--- src/rtl/noc_frm_arb.sv ---
// N-channel frame merger: per-channel byte FIFOs feeding a packet-atomic
// round-robin arbiter that drives one registered frm_* link.
module noc_frm_arb #(
    parameter int unsigned NCH   = 4,
    parameter int unsigned DW    = 8,
    parameter int unsigned DEPTH = 16
) (
    input  logic                   clk,
    input  logic                   reset,
    input  logic [NCH-1:0]         in_vld,
    input  logic [NCH-1:0]         in_ctl,
    input  logic [NCH-1:0]         in_last,
    input  logic [NCH*DW-1:0]      in_data,
    output logic [NCH-1:0]         in_stop,
    input  logic                   out_stop,
    output logic                   frm_vld,
    output logic                   frm_ctl,
    output logic                   frm_last,
    output logic [DW-1:0]          frm_data,
    output logic [$clog2(NCH)-1:0] frm_ch,
    output logic                   proto_err
);

    localparam int unsigned CHW = $clog2(NCH);
    localparam int unsigned AW  = $clog2(DEPTH);
    localparam int unsigned EW  = DW + 2;

    typedef enum logic {
        ST_IDLE,
        ST_XFER
    } state_e;

    // FIFO storage, entry = {ctl, last, data}
    logic [EW-1:0]  mem_q    [NCH][DEPTH];
    logic [AW-1:0]  wr_ptr_q [NCH];
    logic [AW-1:0]  rd_ptr_q [NCH];
    logic [AW:0]    cnt_q    [NCH];

    logic [NCH-1:0] nonempty;
    logic [NCH-1:0] wr_en;
    logic [NCH-1:0] pop_en;

    state_e         state_q, state_d;
    logic [CHW-1:0] grant_q, grant_d;
    logic [CHW-1:0] rr_q, rr_d;
    logic           first_q, first_d;

    logic           frm_vld_q, frm_vld_d;
    logic           frm_ctl_q, frm_ctl_d;
    logic           frm_last_q, frm_last_d;
    logic [DW-1:0]  frm_data_q, frm_data_d;
    logic [CHW-1:0] frm_ch_q, frm_ch_d;
    logic           proto_err_q, proto_err_d;

    logic [CHW-1:0] rr_pick;
    logic           any_ne;
    logic [EW-1:0]  head;

    always_comb begin
        nonempty = '0;
        in_stop  = '0;
        wr_en    = '0;
        for (int unsigned i = 0; i < NCH; i++) begin
            nonempty[i] = (cnt_q[i] != '0);
            in_stop[i]  = (cnt_q[i] == (AW+1)'(DEPTH));
            wr_en[i]    = in_vld[i] & ~in_stop[i];
        end
    end

    always_ff @(posedge clk) begin
        if (!reset) begin
            for (int unsigned i = 0; i < NCH; i++) begin
                wr_ptr_q[i] <= '0;
                rd_ptr_q[i] <= '0;
                cnt_q[i]    <= '0;
            end
        end else begin
            for (int unsigned i = 0; i < NCH; i++) begin
                if (wr_en[i]) begin
                    wr_ptr_q[i] <= wr_ptr_q[i] + AW'(1);
                end
                if (pop_en[i]) begin
                    rd_ptr_q[i] <= rd_ptr_q[i] + AW'(1);
                end
                if (wr_en[i] && !pop_en[i]) begin
                    cnt_q[i] <= cnt_q[i] + (AW+1)'(1);
                end else if (!wr_en[i] && pop_en[i]) begin
                    cnt_q[i] <= cnt_q[i] - (AW+1)'(1);
                end
            end
        end
    end

    always_ff @(posedge clk) begin
        for (int unsigned i = 0; i < NCH; i++) begin
            if (reset && wr_en[i]) begin
                mem_q[i][wr_ptr_q[i]] <= {in_ctl[i], in_last[i], in_data[i*DW +: DW]};
            end
        end
    end

    // First non-empty channel after rr_q, wrapping modulo NCH
    always_comb begin
        int unsigned idx;
        idx     = 0;
        rr_pick = rr_q;
        any_ne  = 1'b0;
        for (int unsigned k = 1; k <= NCH; k++) begin
            idx = int'(rr_q) + k;
            if (idx >= NCH) begin
                idx = idx - NCH;
            end
            if (!any_ne && nonempty[CHW'(idx)]) begin
                any_ne  = 1'b1;
                rr_pick = CHW'(idx);
            end
        end
    end

    assign head = mem_q[grant_q][rd_ptr_q[grant_q]];

    always_comb begin
        state_d     = state_q;
        grant_d     = grant_q;
        rr_d        = rr_q;
        first_d     = first_q;
        pop_en      = '0;
        frm_vld_d   = frm_vld_q;
        frm_ctl_d   = frm_ctl_q;
        frm_last_d  = frm_last_q;
        frm_data_d  = frm_data_q;
        frm_ch_d    = frm_ch_q;
        proto_err_d = 1'b0;

        // Stall freezes outputs and FSM; otherwise default to the idle token
        if (!out_stop) begin
            frm_vld_d  = 1'b0;
            frm_ctl_d  = 1'b1;
            frm_last_d = 1'b0;
            frm_data_d = '0;
            unique case (state_q)
                ST_IDLE: begin
                    if (any_ne) begin
                        grant_d = rr_pick;
                        first_d = 1'b1;
                        state_d = ST_XFER;
                    end
                end
                ST_XFER: begin
                    if (nonempty[grant_q]) begin
                        pop_en[grant_q] = 1'b1;
                        frm_vld_d       = 1'b1;
                        frm_ctl_d       = head[DW+1];
                        frm_last_d      = head[DW];
                        frm_data_d      = head[DW-1:0];
                        frm_ch_d        = grant_q;
                        proto_err_d     = first_q ? ~head[DW+1] : head[DW+1];
                        first_d         = 1'b0;
                        if (head[DW]) begin
                            rr_d    = grant_q;
                            state_d = ST_IDLE;
                        end
                    end
                end
                default: state_d = ST_IDLE;
            endcase
        end
    end

    always_ff @(posedge clk) begin
        if (!reset) begin
            state_q     <= ST_IDLE;
            grant_q     <= '0;
            rr_q        <= CHW'(NCH - 1);
            first_q     <= 1'b0;
            frm_vld_q   <= 1'b0;
            frm_ctl_q   <= 1'b1;
            frm_last_q  <= 1'b0;
            frm_data_q  <= '0;
            frm_ch_q    <= '0;
            proto_err_q <= 1'b0;
        end else begin
            state_q     <= state_d;
            grant_q     <= grant_d;
            rr_q        <= rr_d;
            first_q     <= first_d;
            frm_vld_q   <= frm_vld_d;
            frm_ctl_q   <= frm_ctl_d;
            frm_last_q  <= frm_last_d;
            frm_data_q  <= frm_data_d;
            frm_ch_q    <= frm_ch_d;
            proto_err_q <= proto_err_d;
        end
    end

    assign frm_vld   = frm_vld_q;
    assign frm_ctl   = frm_ctl_q;
    assign frm_last  = frm_last_q;
    assign frm_data  = frm_data_q;
    assign frm_ch    = frm_ch_q;
    assign proto_err = proto_err_q;

endmodule
--- config.mk ---
export PLATFORM = sky130hd
export DESIGN_NAME = noc_frm_arb
export DESIGN_NICKNAME = d
export VERILOG_FILES = /design/src/rtl/noc_frm_arb.sv
export SDC_FILE = /design/constraint.sdc
export NUM_CORES = 1
export LEC_CHECK = 0
export CORE_ASPECT_RATIO = 1.75
export CORE_MARGIN = 2
export CORE_UTILIZATION = 30
export CTS_CLUSTER_SIZE = 28
export DETAILED_ROUTE_END_ITERATION = 8
export GPL_TIMING_DRIVEN = 1
export HOLD_SLACK_MARGIN = 0.05
export PLACE_DENSITY = 0.51
export SLEW_MARGIN = 0
export SYNTH_ARGS = -nofsm -noshare
export SYNTH_HDL_FRONTEND = slang
export SYNTH_SLANG_ARGS = --single-unit
--- constraint.sdc ---
create_clock -name clk -period 8.7 [get_ports clk]
set_input_delay 0.87 -clock clk [delete_from_list [all_inputs] [get_ports clk]]
set_output_delay 0.87 -clock clk [all_outputs]
set_load 0.01 [all_outputs]
==> results of run 1 <==
## routing by layer
metal	up-vias	routed length, um
met2	513	52700
met4	0	3960
li1	6713	-
met3	140	3670
met1	8580	33100
met5	-	0
## layout make-up
type                    count  area (um2)
clock buffers              75        1630
repair buffers            111        1010
clock inverters            40         382
flip-flops and latches    714       21200
well taps                1309        1640
fillers                  9232       64200
multi-input cells         826        7750
inverters                  31         116
## critical path, stage by stage, from the launching register on
cell,delay [ps]
dfxtp_4,860
mux4_4,1080
buf_4,400
mux2i_1,300
nand2_1,170
a21oi_1,470
a21oi_1,190
a221o_1,320
## through the flow
step	setup WS, ps	std cells	area [um2]
2_1_floorplan	5150	1657	29600
3_3_place_gp	4210	2991	31700
3_5_place_dp	4180	2991	31700
4_1_cts	4670	3106	33800
5_1_grt	4380	3106	33800
6_report	4690	3106	33800
## cells in the final DEF (no fill, tap or decap), types with 32 or more instances in the layout
master           synthesis  layout
buf_4                   16      45
nand2_1                124     124
a21oi_1                 51      51
clkbuf_16                0      63
clkdlybuf4s50_1          0      62
mux2i_1                 79      78
nor2_1                  71      70
mux4_2                 130     129
and2_1                  57      57
edfxtp_1               692     692
ha_1                    32      32
## worst max path at each step
| stage | from | end | slack, ps | cells after the start |
|---|---|---|---|---|
| detailed placement | out_stop | cnt_q[0][4] | 4180 | 13 |
| CTS | register | rr_q[1] | 4670 | 7 |
| global placement | out_stop | cnt_q[0][4] | 4210 | 13 |
| floorplan | out_stop | cnt_q[0][4] | 5150 | 12 |
| global route | cnt_q[3][0] | cnt_q[0][4] | 4380 | 14 |
| finish | register | frm_data[5] | 4690 | 7 |
## flip-flops by register name (all words and copies together) (netlist names), named ones only
register and flops:
mem_q 640, frm_ctl 1, proto_err 1, frm_data 8
wr_ptr_q 16, grant_q 2, frm_last 1, cnt_q 20
first_q 1, frm_ch 2, frm_vld 1, rr_q 2
state_q 1, rd_ptr_q 16
## power groups by stage
stage / clock network [mW] / logic (mW) / registers [mW]
after floorplan: 0 / 0.496 / 3.94
after global placement: 0 / 0.822 / 3.98
after detailed placement: 0 / 0.828 / 3.99
after CTS: 2.86 / 0.831 / 3.91
after global routing: 2.97 / 0.864 / 3.92
final: 2.80 / 0.824 / 3.91
## kinds of logic after synthesis
family          Yosys count  share of synthesized area
flops                   714                      0.717
simple gates            353                     0.0584
mux                     237                      0.138
compound gates          174                     0.0406
buf+inv                 117                     0.0215
fa+ha+maj                35                     0.0156
xor+xnor                 27                    0.00800
==> flow_summary_export.csv, run 1 <==
group,metric,value,unit
outcome,status,"finished, final reports clean",
global_routing,grt_pass1_vias,16700,
floorplanning,core_area,97900,um2
sta,hold_ws,483,ps
sta,setup_tns,0,ps
layout,fin_nets,1827,
power_and_ir_drop,swShare,0.247,
sta,worst_slew_pin_slew,1230,ps
setup_path,worstSetupPathType,"register to register",
setup_path,worstReg2RegEnd,"frm_data[5]",
detailed_routing,postRouteAntennaNets,0,
placed_design,dpl.hpwl,59.8,mm
synthesis,ys.warnings.count,0,
floorplanning,die-area,101000,um2
flow_run,drv_cap,0,
synthesis,synth-async-reset-ratio,0,
synthesis,synth_area_leader_cell,"edfxtp_1",
clock_network,clk_pin_slew,70,ps
clock_network,cts_inserted_buffers,61,
floorplanning,die_w,241,um
layout,area_delta_synth_final,14.1,%
setup_path,startpoint_type,"register",
clock_network,clock_path_buffers,3,
clock_network,htreeDepth,2,
clock_network,cts_hold_buf,0,
power_and_ir_drop,ir_drop,159,uV
global_routing,grt_start_max_net_pins,116,
global_routing,grt_util_met2,0.360,
synthesis,synth_flop_cell,"edfxtp_1",
detailed_routing,dr.first_iter.drc_count,1209,
sta,clock.fmax,0.249,GHz
synthesis,synthCells,1657,
setup_path,reg2reg_slack,4690,ps
synthesis,syn_area_per_cell,17.8,um2
clock_network,clk_latency,630,ps
sta,rsz0062_at_grt,"false",
detailed_routing,drc,0,
layout,n_antenna_cell,0,
setup_path,cp_max_fo,55,
layout,drive_above_1_share,0.174,
global_routing,grt_pass1_wl,130,mm
worst_hold_path,hold_end,"frm_ctl",
placed_design,gp_congestion,0.861,
synthesis,synthTopCellsByCount,"edfxtp_1 (692), mux4_2 (130), nand2_1 (124)",
layout,fin_util,0.345,
clock_network,clockRootBuffer,"clkbuf_16",
global_routing,met1_usage,0.204,
sta,fin_crit_sh,0.461,
worst_hold_path,min-delay-start,"frm_ctl",
power_and_ir_drop,powerDensity,223,nW/um2
synthesis,synth_area_leaders,"edfxtp_1 (70%), mux4_2 (9.9%), mux2i_1 (2.7%)",
synthesis,yosys.area.top_type_share,0.703,
power_and_ir_drop,internal_power,5.68,mW
setup_path,critPathCaptureType,"register",
global_routing,grt_usage,0.186,
setup_path,cp.required,9210,ps
worst_hold_path,worstHoldPathType,"register to register",
clock_network,cts_tree,"yes",
setup_path,worstPathArrival,4530,ps
synthesis,ys_seq_area_frac,0.717,
power_and_ir_drop,total_power,7.54,mW
synthesis,synth_edf_count,692,
power_and_ir_drop,pwr-share-comb,0.109,
global_routing,overflow,0,
detailed_routing,avgRoutedWirePerCell,30.1,um
sta,drv_slew,0,
detailed_routing,via_count,15900,
setup_path,rr_worst_depth,7,
synthesis,syn_nets,1739,
sta,slew-limit-headroom,0.174,
global_routing,grtUsageMet3,0.0172,
floorplanning,die_h,419,um
detailed_routing,post_drt_via_cell_ratio,5.13,
clock_network,cts_resized,0,
power_and_ir_drop,power_switching,1.86,mW
sta,final.min_clock_period,4010,ps
global_routing,antenna_found_initial,2,
sta,hold_violations,0,
detailed_routing,totalWireLength,93.4,mm
detailed_routing,first_pass_iters,6,
power_and_ir_drop,seq_power_share,0.519,
floorplanning,num_rows,152,
sta,setup_violations,0,
global_routing,grt-busiest-layer,"met2",
synthesis,ys_ff_latch,714,
floorplanning,start_util,0.302,
power_and_ir_drop,p_leak,10.7,nW
placed_design,io_buffer_count,64,
synthesis,yosysUniqueCellTypes,69,
clock_network,clock-sinks,714,
synthesis,syn_area,29600,um2
clock_network,post_cts_buffers,0,
sta,skew,15.3,ps
synthesis,synth_most_common_cell,"edfxtp_1",
power_and_ir_drop,clkPwrFrac,0.372,
floorplanning,ios,65,
worst_hold_path,whs_path_depth,2,
Power figures use the tool's default switching activity.
==> run 2: changes to the inputs <==
Settings changed: PLACE_DENSITY 0.51 to 0.53.
Clock period 8.7 ns to 3.2 ns, I/O delays scaled along.
==> run 2 against run 1 <==
  * Combinational power rose to 2.8 times the previous value
  * Sequential power increased to 2.7 times the previous value
  * Total power grew to 2.8 times the previous value
  * Cell area rose by 3.6%
  * Setup slack lost 4600 ps
  * Critical endpoint is now cnt_q[0][4]
  * Largest cell class unchanged
  * Largest power group unchanged
==> flow_summary_export.csv, run 2 (synthesis results as in run 1) <==
group,metric,value,unit
setup_path,reg2reg_slack,90,ps
setup_path,cp.required,3590,ps
clock_network,cts_tree,"yes",
flow_run,drv_cap,0,
placed_design,dpl.hpwl,62.4,mm
clock_network,htreeDepth,2,
setup_path,worstReg2RegEnd,"cnt_q[0][4]",
worst_hold_path,hold_end,"frm_last",
sta,clock.fmax,0.322,GHz
detailed_routing,totalWireLength,92.3,mm
setup_path,cp_max_fo,3,
layout,largest_reg_flops,640,
global_routing,overflow,0,
global_routing,antenna_found_initial,5,
sta,hold_ws,370,ps
floorplanning,ios,65,
worst_hold_path,worstHoldPathType,"primary input to register",
floorplanning,die_w,241,um
detailed_routing,postRouteAntennaNets,0,
clock_network,clock_path_buffers,3,
sta,slew-limit-headroom,0.268,
sta,worst_slew_pin_slew,1090,ps
outcome,status,"finished, final reports clean",
layout,design_area,35000,um2
detailed_routing,avgRoutedWirePerCell,28.7,um
detailed_routing,via_count,16300,
sta,skew,39.9,ps
placed_design,dp_cells,3099,
sta,hold_violations,0,
detailed_routing,first_pass_iters,6,
clock_network,cts_inserted_buffers,60,
layout,area_delta_synth_final,18.2,%
clock_network,clk_pin_slew,60,ps
floorplanning,die-area,101000,um2
power_and_ir_drop,p_leak,11.4,nW
global_routing,grt_pass1_wl,130,mm
setup_path,timing.rr.start,"cnt_q[2][3]",
setup_path,startpoint_type,"register",
clock_network,clk_latency,670,ps
layout,stdcell_count,3215,
layout,drive_above_1_share,0.229,
sta,drv_slew,0,
floorplanning,core_area,97900,um2
clock_network,clock-sinks,714,
sta,rsz0062_at_grt,"true",
floorplanning,die_h,419,um
setup_path,worstPathArrival,3500,ps
layout,fin_util,0.357,
layout,mostFrequentLayoutCell,"edfxtp_1",
power_and_ir_drop,ir_drop,448,uV
sta,final.min_clock_period,3110,ps
setup_path,rr_worst_depth,14,
sta,fin_crit_sh,0.972,
layout,final_cell_mix,"edfxtp_1 (692), buf_4 (142), mux4_2 (129), nand2_1 (124), mux2i_1 (78)",
clock_network,clockRootBuffer,"clkbuf_16",
setup_path,worstSetupPathType,"register to register",
floorplanning,num_rows,152,
setup_path,critPathCaptureType,"register",
layout,fin_nets,1935,
global_routing,grt_start_max_net_pins,82,
worst_hold_path,whs_path_depth,3,
detailed_routing,drc,0,
worst_hold_path,min-delay-start,"out_stop",
detailed_routing,post_drt_via_cell_ratio,5.07,
placed_design,io_buffer_count,64,
sta,setup_violations,0,
detailed_routing,dr.first_iter.drc_count,1422,
global_routing,grt_pass1_vias,17400,
floorplanning,start_util,0.302,
global_routing,grt_usage,0.184,
placed_design,postPlaceCellArea,32700,um2
power_and_ir_drop,powerDensity,598,nW/um2
layout,nFillCells,9137,
placed_design,gp_congestion,0.866,
run 2: routing by layer:
| metal | GRT usage | up-vias | part of all wire |
|---|---|---|---|
| met4 | 0.0947 | 2 | 0.057 |
| met5 | 0 | - | 0.00014 |
| li1 | - | 6930 | - |
| met3 | 0.0206 | 175 | 0.041 |
| met1 | 0.194 | 8679 | 0.34 |
| met2 | 0.353 | 514 | 0.56 |
run 2: what timing repair did:
action                                  4_1_cts  5_1_grt
hold buffers                                  0        0
pin swaps                                     0        2
gates resized for setup                       2       13
hold endpoints to repair                      0        0
gates cloned                                  0        0
buffers inserted                              0        1
endpoints found under the setup margin        2        4
run 2: critical path, stage by stage, from the launching register on:
cell and delay, ps:
edfxtp_1 450, nor4_4 330, buf_4 160, nand2b_1 80, o211a_4 260, o21ai_4 180, nor4_4 70, buf_4 150
fa_2 350, a21o_1 180, a21oi_2 140, xnor2_1 150, nor3_1 60, nand2b_1 150, and2_1 140
run 2: layout make-up:
| cell class | instances | area [um2] | share of cell area |
|---|---|---|---|
| clock inverter | 43 | 563 | 0.0161 |
| timing repair buffer | 220 | 1990 | 0.0568 |
| tap | 1309 | 1640 | 0.0468 |
| antenna | 3 | 7.51 | 0.000215 |
| sequential | 714 | 21200 | 0.607 |
| clock buffer | 69 | 1580 | 0.0451 |
| inverter | 31 | 116 | 0.00333 |
| multi-input combinational | 826 | 7840 | 0.224 |
run 2: stage by stage:
step / TNS (ps) / total power, mW / setup slack (ps)
CTS: 0 / 21.1 / 13.4
global route: -56.4 / 21.5 / -29.2
global placement: -63.5 / 13.1 / -51.0
finish: 0 / 20.9 / 90.1
floorplan: 0 / 12.1 / 25.3
detailed placement: -232 / 13.1 / -115
run 2: worst max-delay path by stage:
stage | startpoint | end
3_3_place_gp | out_stop | cnt_q[1][4]
3_5_place_dp | out_stop | cnt_q[1][4]
5_1_grt | cnt_q[0][1] | cnt_q[1][4]
2_1_floorplan | cnt_q[0][0] | cnt_q[0][4]
6_report | cnt_q[2][3] | cnt_q[0][4]
4_1_cts | cnt_q[0][1] | cnt_q[0][4]
run 2: power breakdown:
group | internal (mW) | leakage, nW | switching, mW
clock | 4.52 | 1.05 | 3.49
sequential | 10.4 | 6.50 | 0.128
combinational | 0.938 | 3.89 | 1.40
